==> src/rtl/tlc_phase_arbiter.sv <==
// ---------------------------------------------------------------------------
// tlc_phase_arbiter
//   Traffic-light phase arbiter for NUM_PHASES mutually conflicting phases.
//   A Moore FSM (GREEN -> YELLOW -> ALLRED) grants green to one phase at a
//   time. Green ends on gap-out (own demand gone for GAP_CYCLES) or max-out
//   (conflicting demand waiting for MAX_CYCLES). An emergency preemption
//   forces the sequence toward a target phase and holds it green.
//
// Ports
//   clk            : clock, rising-edge
//   reset          : synchronous, active-high
//   demand         : per-phase sensor demand, bit i = phase i
//   preempt_req    : emergency preemption request (level)
//   preempt_phase  : preemption target; out-of-range values are ignored
//   green          : one-hot or zero green indication
//   yellow         : one-hot or zero yellow indication
//   active_phase   : phase most recently granted green
//   preempt_active : FSM is currently serving a valid preemption
// ---------------------------------------------------------------------------
module tlc_phase_arbiter #(
    parameter int NUM_PHASES    = 5,
    parameter int GAP_CYCLES    = 5,
    parameter int MAX_CYCLES    = 10,
    parameter int YELLOW_CYCLES = 2,
    parameter int ALLRED_CYCLES = 1,
    localparam int IW = ($clog2(NUM_PHASES) < 1) ? 1 : $clog2(NUM_PHASES)
) (
    input  logic                  clk,
    input  logic                  reset,
    input  logic [NUM_PHASES-1:0] demand,
    input  logic                  preempt_req,
    input  logic [IW-1:0]         preempt_phase,
    output logic [NUM_PHASES-1:0] green,
    output logic [NUM_PHASES-1:0] yellow,
    output logic [IW-1:0]         active_phase,
    output logic                  preempt_active
);

    // Counters only ever reach PARAM-1, so they are sized for that range.
    localparam int GW = ($clog2(GAP_CYCLES)    < 1) ? 1 : $clog2(GAP_CYCLES);
    localparam int MW = ($clog2(MAX_CYCLES)    < 1) ? 1 : $clog2(MAX_CYCLES);
    localparam int YW = ($clog2(YELLOW_CYCLES) < 1) ? 1 : $clog2(YELLOW_CYCLES);
    localparam int AW = ($clog2(ALLRED_CYCLES) < 1) ? 1 : $clog2(ALLRED_CYCLES);

    typedef enum logic [1:0] {
        ST_GREEN  = 2'd0,
        ST_YELLOW = 2'd1,
        ST_ALLRED = 2'd2
    } state_t;

    state_t          st_q, st_d;
    logic [IW-1:0]   active_q, active_d;
    logic [GW-1:0]   gap_cnt_q, gap_cnt_d;
    logic [MW-1:0]   max_cnt_q, max_cnt_d;
    logic [YW-1:0]   y_cnt_q, y_cnt_d;
    logic [AW-1:0]   ar_cnt_q, ar_cnt_d;
    logic            pre_act_q, pre_act_d;

    // Round-robin search starting after the current phase; the current
    // phase itself is examined last. Returns {found, index}.
    function automatic logic [IW:0] pick_next(input logic [IW-1:0]         cur,
                                              input logic [NUM_PHASES-1:0] dem);
        logic          found;
        logic [IW-1:0] sel;
        int            idx;
        found = 1'b0;
        sel   = cur;
        for (int k = 1; k <= NUM_PHASES; k++) begin
            idx = (int'(cur) + k) % NUM_PHASES;
            if (!found && dem[idx]) begin
                found = 1'b1;
                sel   = IW'(idx);
            end
        end
        return {found, sel};
    endfunction

    logic                  pre_valid;
    logic [NUM_PHASES-1:0] active_onehot;
    logic                  own_demand;
    logic                  conflict_demand;
    logic [IW:0]           pick;

    always_comb begin
        pre_valid       = preempt_req && (int'(preempt_phase) < NUM_PHASES);
        active_onehot   = NUM_PHASES'(1) << active_q;
        own_demand      = |(demand & active_onehot);
        conflict_demand = |(demand & ~active_onehot);
        pick            = pick_next(active_q, demand);
    end

    always_comb begin
        st_d      = st_q;
        active_d  = active_q;
        gap_cnt_d = gap_cnt_q;
        max_cnt_d = max_cnt_q;
        y_cnt_d   = y_cnt_q;
        ar_cnt_d  = ar_cnt_q;
        // Preemption status is simply the registered validity of the
        // request: every state reached while it is valid is part of serving it.
        pre_act_d = pre_valid;

        case (st_q)
            ST_GREEN: begin
                if (pre_valid && (preempt_phase != active_q)) begin
                    st_d      = ST_YELLOW;
                    gap_cnt_d = '0;
                    max_cnt_d = '0;
                    y_cnt_d   = '0;
                end else if (pre_valid) begin
                    // Target already green: freeze timing until release.
                    gap_cnt_d = '0;
                    max_cnt_d = '0;
                end else if ((gap_cnt_q == GW'(GAP_CYCLES - 1)) ||
                             (max_cnt_q == MW'(MAX_CYCLES - 1))) begin
                    st_d      = ST_YELLOW;
                    gap_cnt_d = '0;
                    max_cnt_d = '0;
                    y_cnt_d   = '0;
                end else begin
                    // Once started, each timer keeps running even if the
                    // triggering condition goes away.
                    if ((gap_cnt_q != '0) || !own_demand)
                        gap_cnt_d = gap_cnt_q + GW'(1);
                    if ((max_cnt_q != '0) || conflict_demand)
                        max_cnt_d = max_cnt_q + MW'(1);
                end
            end
            ST_YELLOW: begin
                if (y_cnt_q == YW'(YELLOW_CYCLES - 1)) begin
                    st_d     = ST_ALLRED;
                    y_cnt_d  = '0;
                    ar_cnt_d = '0;
                end else begin
                    y_cnt_d = y_cnt_q + YW'(1);
                end
            end
            default: begin
                if (ar_cnt_q != AW'(ALLRED_CYCLES - 1)) begin
                    ar_cnt_d = ar_cnt_q + AW'(1);
                end else if (pre_valid) begin
                    st_d     = ST_GREEN;
                    active_d = preempt_phase;
                end else if (pick[IW]) begin
                    st_d     = ST_GREEN;
                    active_d = pick[IW-1:0];
                end
            end
        endcase
    end

    always_ff @(posedge clk) begin
        if (reset) begin
            st_q      <= ST_ALLRED;
            active_q  <= IW'(NUM_PHASES - 1);
            gap_cnt_q <= '0;
            max_cnt_q <= '0;
            y_cnt_q   <= '0;
            ar_cnt_q  <= AW'(ALLRED_CYCLES - 1);
            pre_act_q <= 1'b0;
        end else begin
            st_q      <= st_d;
            active_q  <= active_d;
            gap_cnt_q <= gap_cnt_d;
            max_cnt_q <= max_cnt_d;
            y_cnt_q   <= y_cnt_d;
            ar_cnt_q  <= ar_cnt_d;
            pre_act_q <= pre_act_d;
        end
    end

    always_comb begin
        green          = (st_q == ST_GREEN)  ? (NUM_PHASES'(1) << active_q) : '0;
        yellow         = (st_q == ST_YELLOW) ? (NUM_PHASES'(1) << active_q) : '0;
        active_phase   = active_q;
        preempt_active = pre_act_q;
    end

endmodule
==> config.mk <==
export PLATFORM = sky130hd
export DESIGN_NAME = tlc_phase_arbiter
export DESIGN_NICKNAME = d
export VERILOG_FILES = /design/src/rtl/tlc_phase_arbiter.sv
export SDC_FILE = /design/constraint.sdc
export NUM_CORES = 1
export LEC_CHECK = 0
export CORE_AREA = 2 2 86 88
export DETAILED_ROUTE_END_ITERATION = 16
export DIE_AREA = 0 0 88 90
export GPL_ROUTABILITY_DRIVEN = 0
export MAX_ROUTING_LAYER = met4
export PLACE_DENSITY_LB_ADDON = 0.15
export SLEW_MARGIN = 30
export SYNTH_ARGS = -nofsm -noshare
export SYNTH_HDL_FRONTEND = slang
export SYNTH_SLANG_ARGS = --single-unit
==> constraint.sdc <==
create_clock -name clk -period 5.9 [get_ports clk]
set_clock_uncertainty 0.1 [all_clocks]
set_input_delay 0.59 -clock clk [delete_from_list [all_inputs] [get_ports clk]]
set_output_delay 0.59 -clock clk [all_outputs]
set_load 0.01 [all_outputs]
==> results of run 1 <==
-- cell usage in the layout (no fill, tap or decap), types with 3 or more instances in the layout --
| master | n |
|---|---|
| a211o_1 | 3 |
| nor3_1 | 4 |
| a21oi_1 | 16 |
| or2_2 | 5 |
| o211ai_1 | 7 |
| buf_4 | 4 |
| and2_1 | 4 |
| a2bb2oi_1 | 4 |
| nand2_1 | 27 |
| clkdlybuf4s50_1 | 24 |
| a21boi_1 | 4 |
| a211oi_1 | 11 |
| nand4_1 | 6 |
| mux2i_1 | 10 |
| nand3_1 | 12 |
| a31oi_1 | 9 |
| xnor2_1 | 5 |
| ha_1 | 35 |
| nor3b_1 | 3 |
| o21ai_0 | 18 |
| o21a_1 | 4 |
| inv_1 | 25 |
| a21boi_0 | 4 |
| nand2b_1 | 13 |
| o31ai_1 | 6 |
| clkbuf_8 | 4 |
| mux4_2 | 3 |
| dfxtp_1 | 14 |
| nor2b_1 | 4 |
| nor2_1 | 29 |
| xor2_1 | 6 |
| o21ai_1 | 5 |
| and3_1 | 9 |
| o22ai_1 | 3 |
| a21o_1 | 6 |
-- through the flow --
step | util, % | area [um^2] | hold slack (ns) | std cells | setup slack, ns
after global placement | 47.7 | 3350 | 0.385 | 505 | 0.960
after detailed placement | 47.7 | 3350 | 0.399 | 505 | 0.941
final | 48.5 | 3410 | 0.398 | 509 | 0.842
after CTS | 48.5 | 3410 | 0.410 | 509 | 0.900
after global routing | 48.5 | 3410 | 0.442 | 509 | 0.424
after floorplan | - | 3060 | 0.366 | 398 | 1.14
-- routing by layer --
layer  global-route usage (%)  vias to the layer above  part of all wire [%]
li1                         -                     1513                     -
met1                     33.7                     1432                    50
met2                     30.6                      112                    44
met3                     2.02                        8                   5.4
met4                     5.00                        0                   1.2
met5                        -                        -                     0
-- layout make-up --
cell class / count / area [um^2] / share of cell area [%]
tap: 99 / 124 / 3.64
inverter: 29 / 109 / 3.20
timing repair buffer: 28 / 270 / 7.94
clock buffer: 4 / 55.1 / 1.62
multi-input combinational: 335 / 2570 / 75.4
sequential: 14 / 280 / 8.23
-- cell families after synthesis --
group / Yosys count / synth area share, %
compound gates: 134 / 32.6
xor+xnor: 13 / 4.57
fa+ha+maj: 36 / 14.9
buf+inv: 49 / 7.06
flops: 14 / 9.15
mux: 18 / 7.51
simple gates: 134 / 24.1
-- state kept, by name, summed over array words and instances, names as in the netlist --
name            cells
preempt_active      1
gap_cnt_q           3
st_q                2
active_phase        3
y_cnt_q             1
max_cnt_q           4
-- final timing paths --
check / depth (start not counted) / to / slack (ns) / startpoint
max: 17 / active_phase[1] / 0.84 / active_phase[1]
min: 2 / gap_cnt_q[1] / 0.40 / gap_cnt_q[1]
max reg2reg: 17 / active_phase[1] / 0.84 / active_phase[1]
min reg2reg: 2 / gap_cnt_q[1] / 0.40 / gap_cnt_q[1]
-- tightest hold or removal path: cells and delay by family, from the launching register on --
kind	cells	cell delay [ns]
DFF	1	0.32
AOI/OAI and AO/OA	2	0.13
==> results_dict.tcl, run 1 <==
set metrics [dict create \
    ys_seq_area_share_pct 9.15 \
    portBuffers 24 \
    crit_chain "inv_1 > ha_1 > buf_4 > ha_1 > o32ai_1 > xnor2_1 > inv_1 > ha_1 > nand2b_1 > o211ai_1 > nand2_1 > o21ai_0 > a211oi_1 > o31ai_1 > nand3_1 > o31ai_1 > a211oi_1" \
    worst-path-buf-inv 3 \
    path_clk_slew_ns 0.06 \
    cts_tree "done" \
    synthesis.nets 445 \
    clock_path_buffers 2 \
    cp_slowest_cell "o31ai_1" \
    synth_edf_count 0 \
    cp-start-kind "flop" \
    critPathMostFrequentCell "ha_1" \
    cts.sinks 14 \
    die_area_um2 7920 \
    ios 25 \
    antenna_cells 0 \
    drv_slew 0 \
    synth_top_area_share_pct 14.3 \
    ys_async_sr_fraction_pct 0 \
    gr-total-overflow 0 \
    fmax_mhz 198 \
    cts_inserted_buffers 3 \
    die_h_um 90 \
    critPathKind "reg -> reg" \
    yosys.cell_count.top_type "ha_1" \
    synth_commonest_cells "ha_1 (35), nor2_1 (29), nand2_1 (27)" \
    synth.distinct_cells 88 \
    num_vias 3065 \
    ys.flop_type "dfxtp_1" \
    grt_pass1_vias 2722 \
    yosysWarnings 0 \
    fillers 697 \
    viasPerCell 6.02 \
    clk_latency_ns 0.25 \
    critPathTopFamily "compound AO/OA/AOI/OAI gates" \
    setup_tns_ns 0 \
    dp_hpwl_um 6340 \
    max-cap-violations 0 \
    status "completed" \
    fin_nets 458 \
    dr.pass1.iters 5 \
    cp-end-kind "flop" \
    grt_start_max_net_pins 35 \
    core_region_area_um2 7020 \
    grt_usage_pct 21.9 \
    period_minus_slack_ns 5.06 \
    grt_pass1_wl_um 13900 \
    initialDrtViolationCount 181 \
    critPathMaxFanout 16 \
    drcViolationCount 0 \
    routed_wl_um 8540 \
    synth-seq-cells 14 \
    h-tree-depth 1 \
    synth_area_um2 3060 \
    slew_headroom_pct 51.5 \
    crit_arrival_ns 5.07 \
    die_w_um 88 \
    period_share_pct 85.7 \
    finalSetupViolations 0 \
    post_cts_buffers 0 \
    cts_resized 0 \
    hp-class "reg -> reg" \
    syn_area_per_cell_um2 7.70 \
    ctsHoldBuffers 0 \
    rows 31 \
    drive_gt1_share_pct 10.0 \
    yosysTopAreaCell "ha_1" \
    initial_core_util_pct 43.6 \
    cp_slowest_stage_delay_ns 0.66 \
    syn2layout_area_growth_pct 11.1 \
    synth_cells 398 \
    synth.area.top_cells "ha_1 (14%), dfxtp_1 (9.1%), nor2_1 (3.6%)" \
    tightestPinTransition_ns 0.722 \
    wl_per_cell_um 16.8 \
    cts_root_buf "clkbuf_8" \
    critPathRequiredTime_ns 5.91 \
    rsz0062_at_grt "false" \
    hold_viol 0 \
    antenna_found_initial 0 \
    antenna_left 0 \
]
Power of run 1 is left out: the tool's default activity adds up to more than one toggle a clock period on the data nets, which glitch-free logic cannot reach.
==> run 2, diff against run 1 <==
- SETUP_SLACK_MARGIN: unset -> 0.4
==> results of run 2 <==
No change in the layout: final DEF, timing and power equal those of run 1.
Power of run 2 is left out for the same reason.
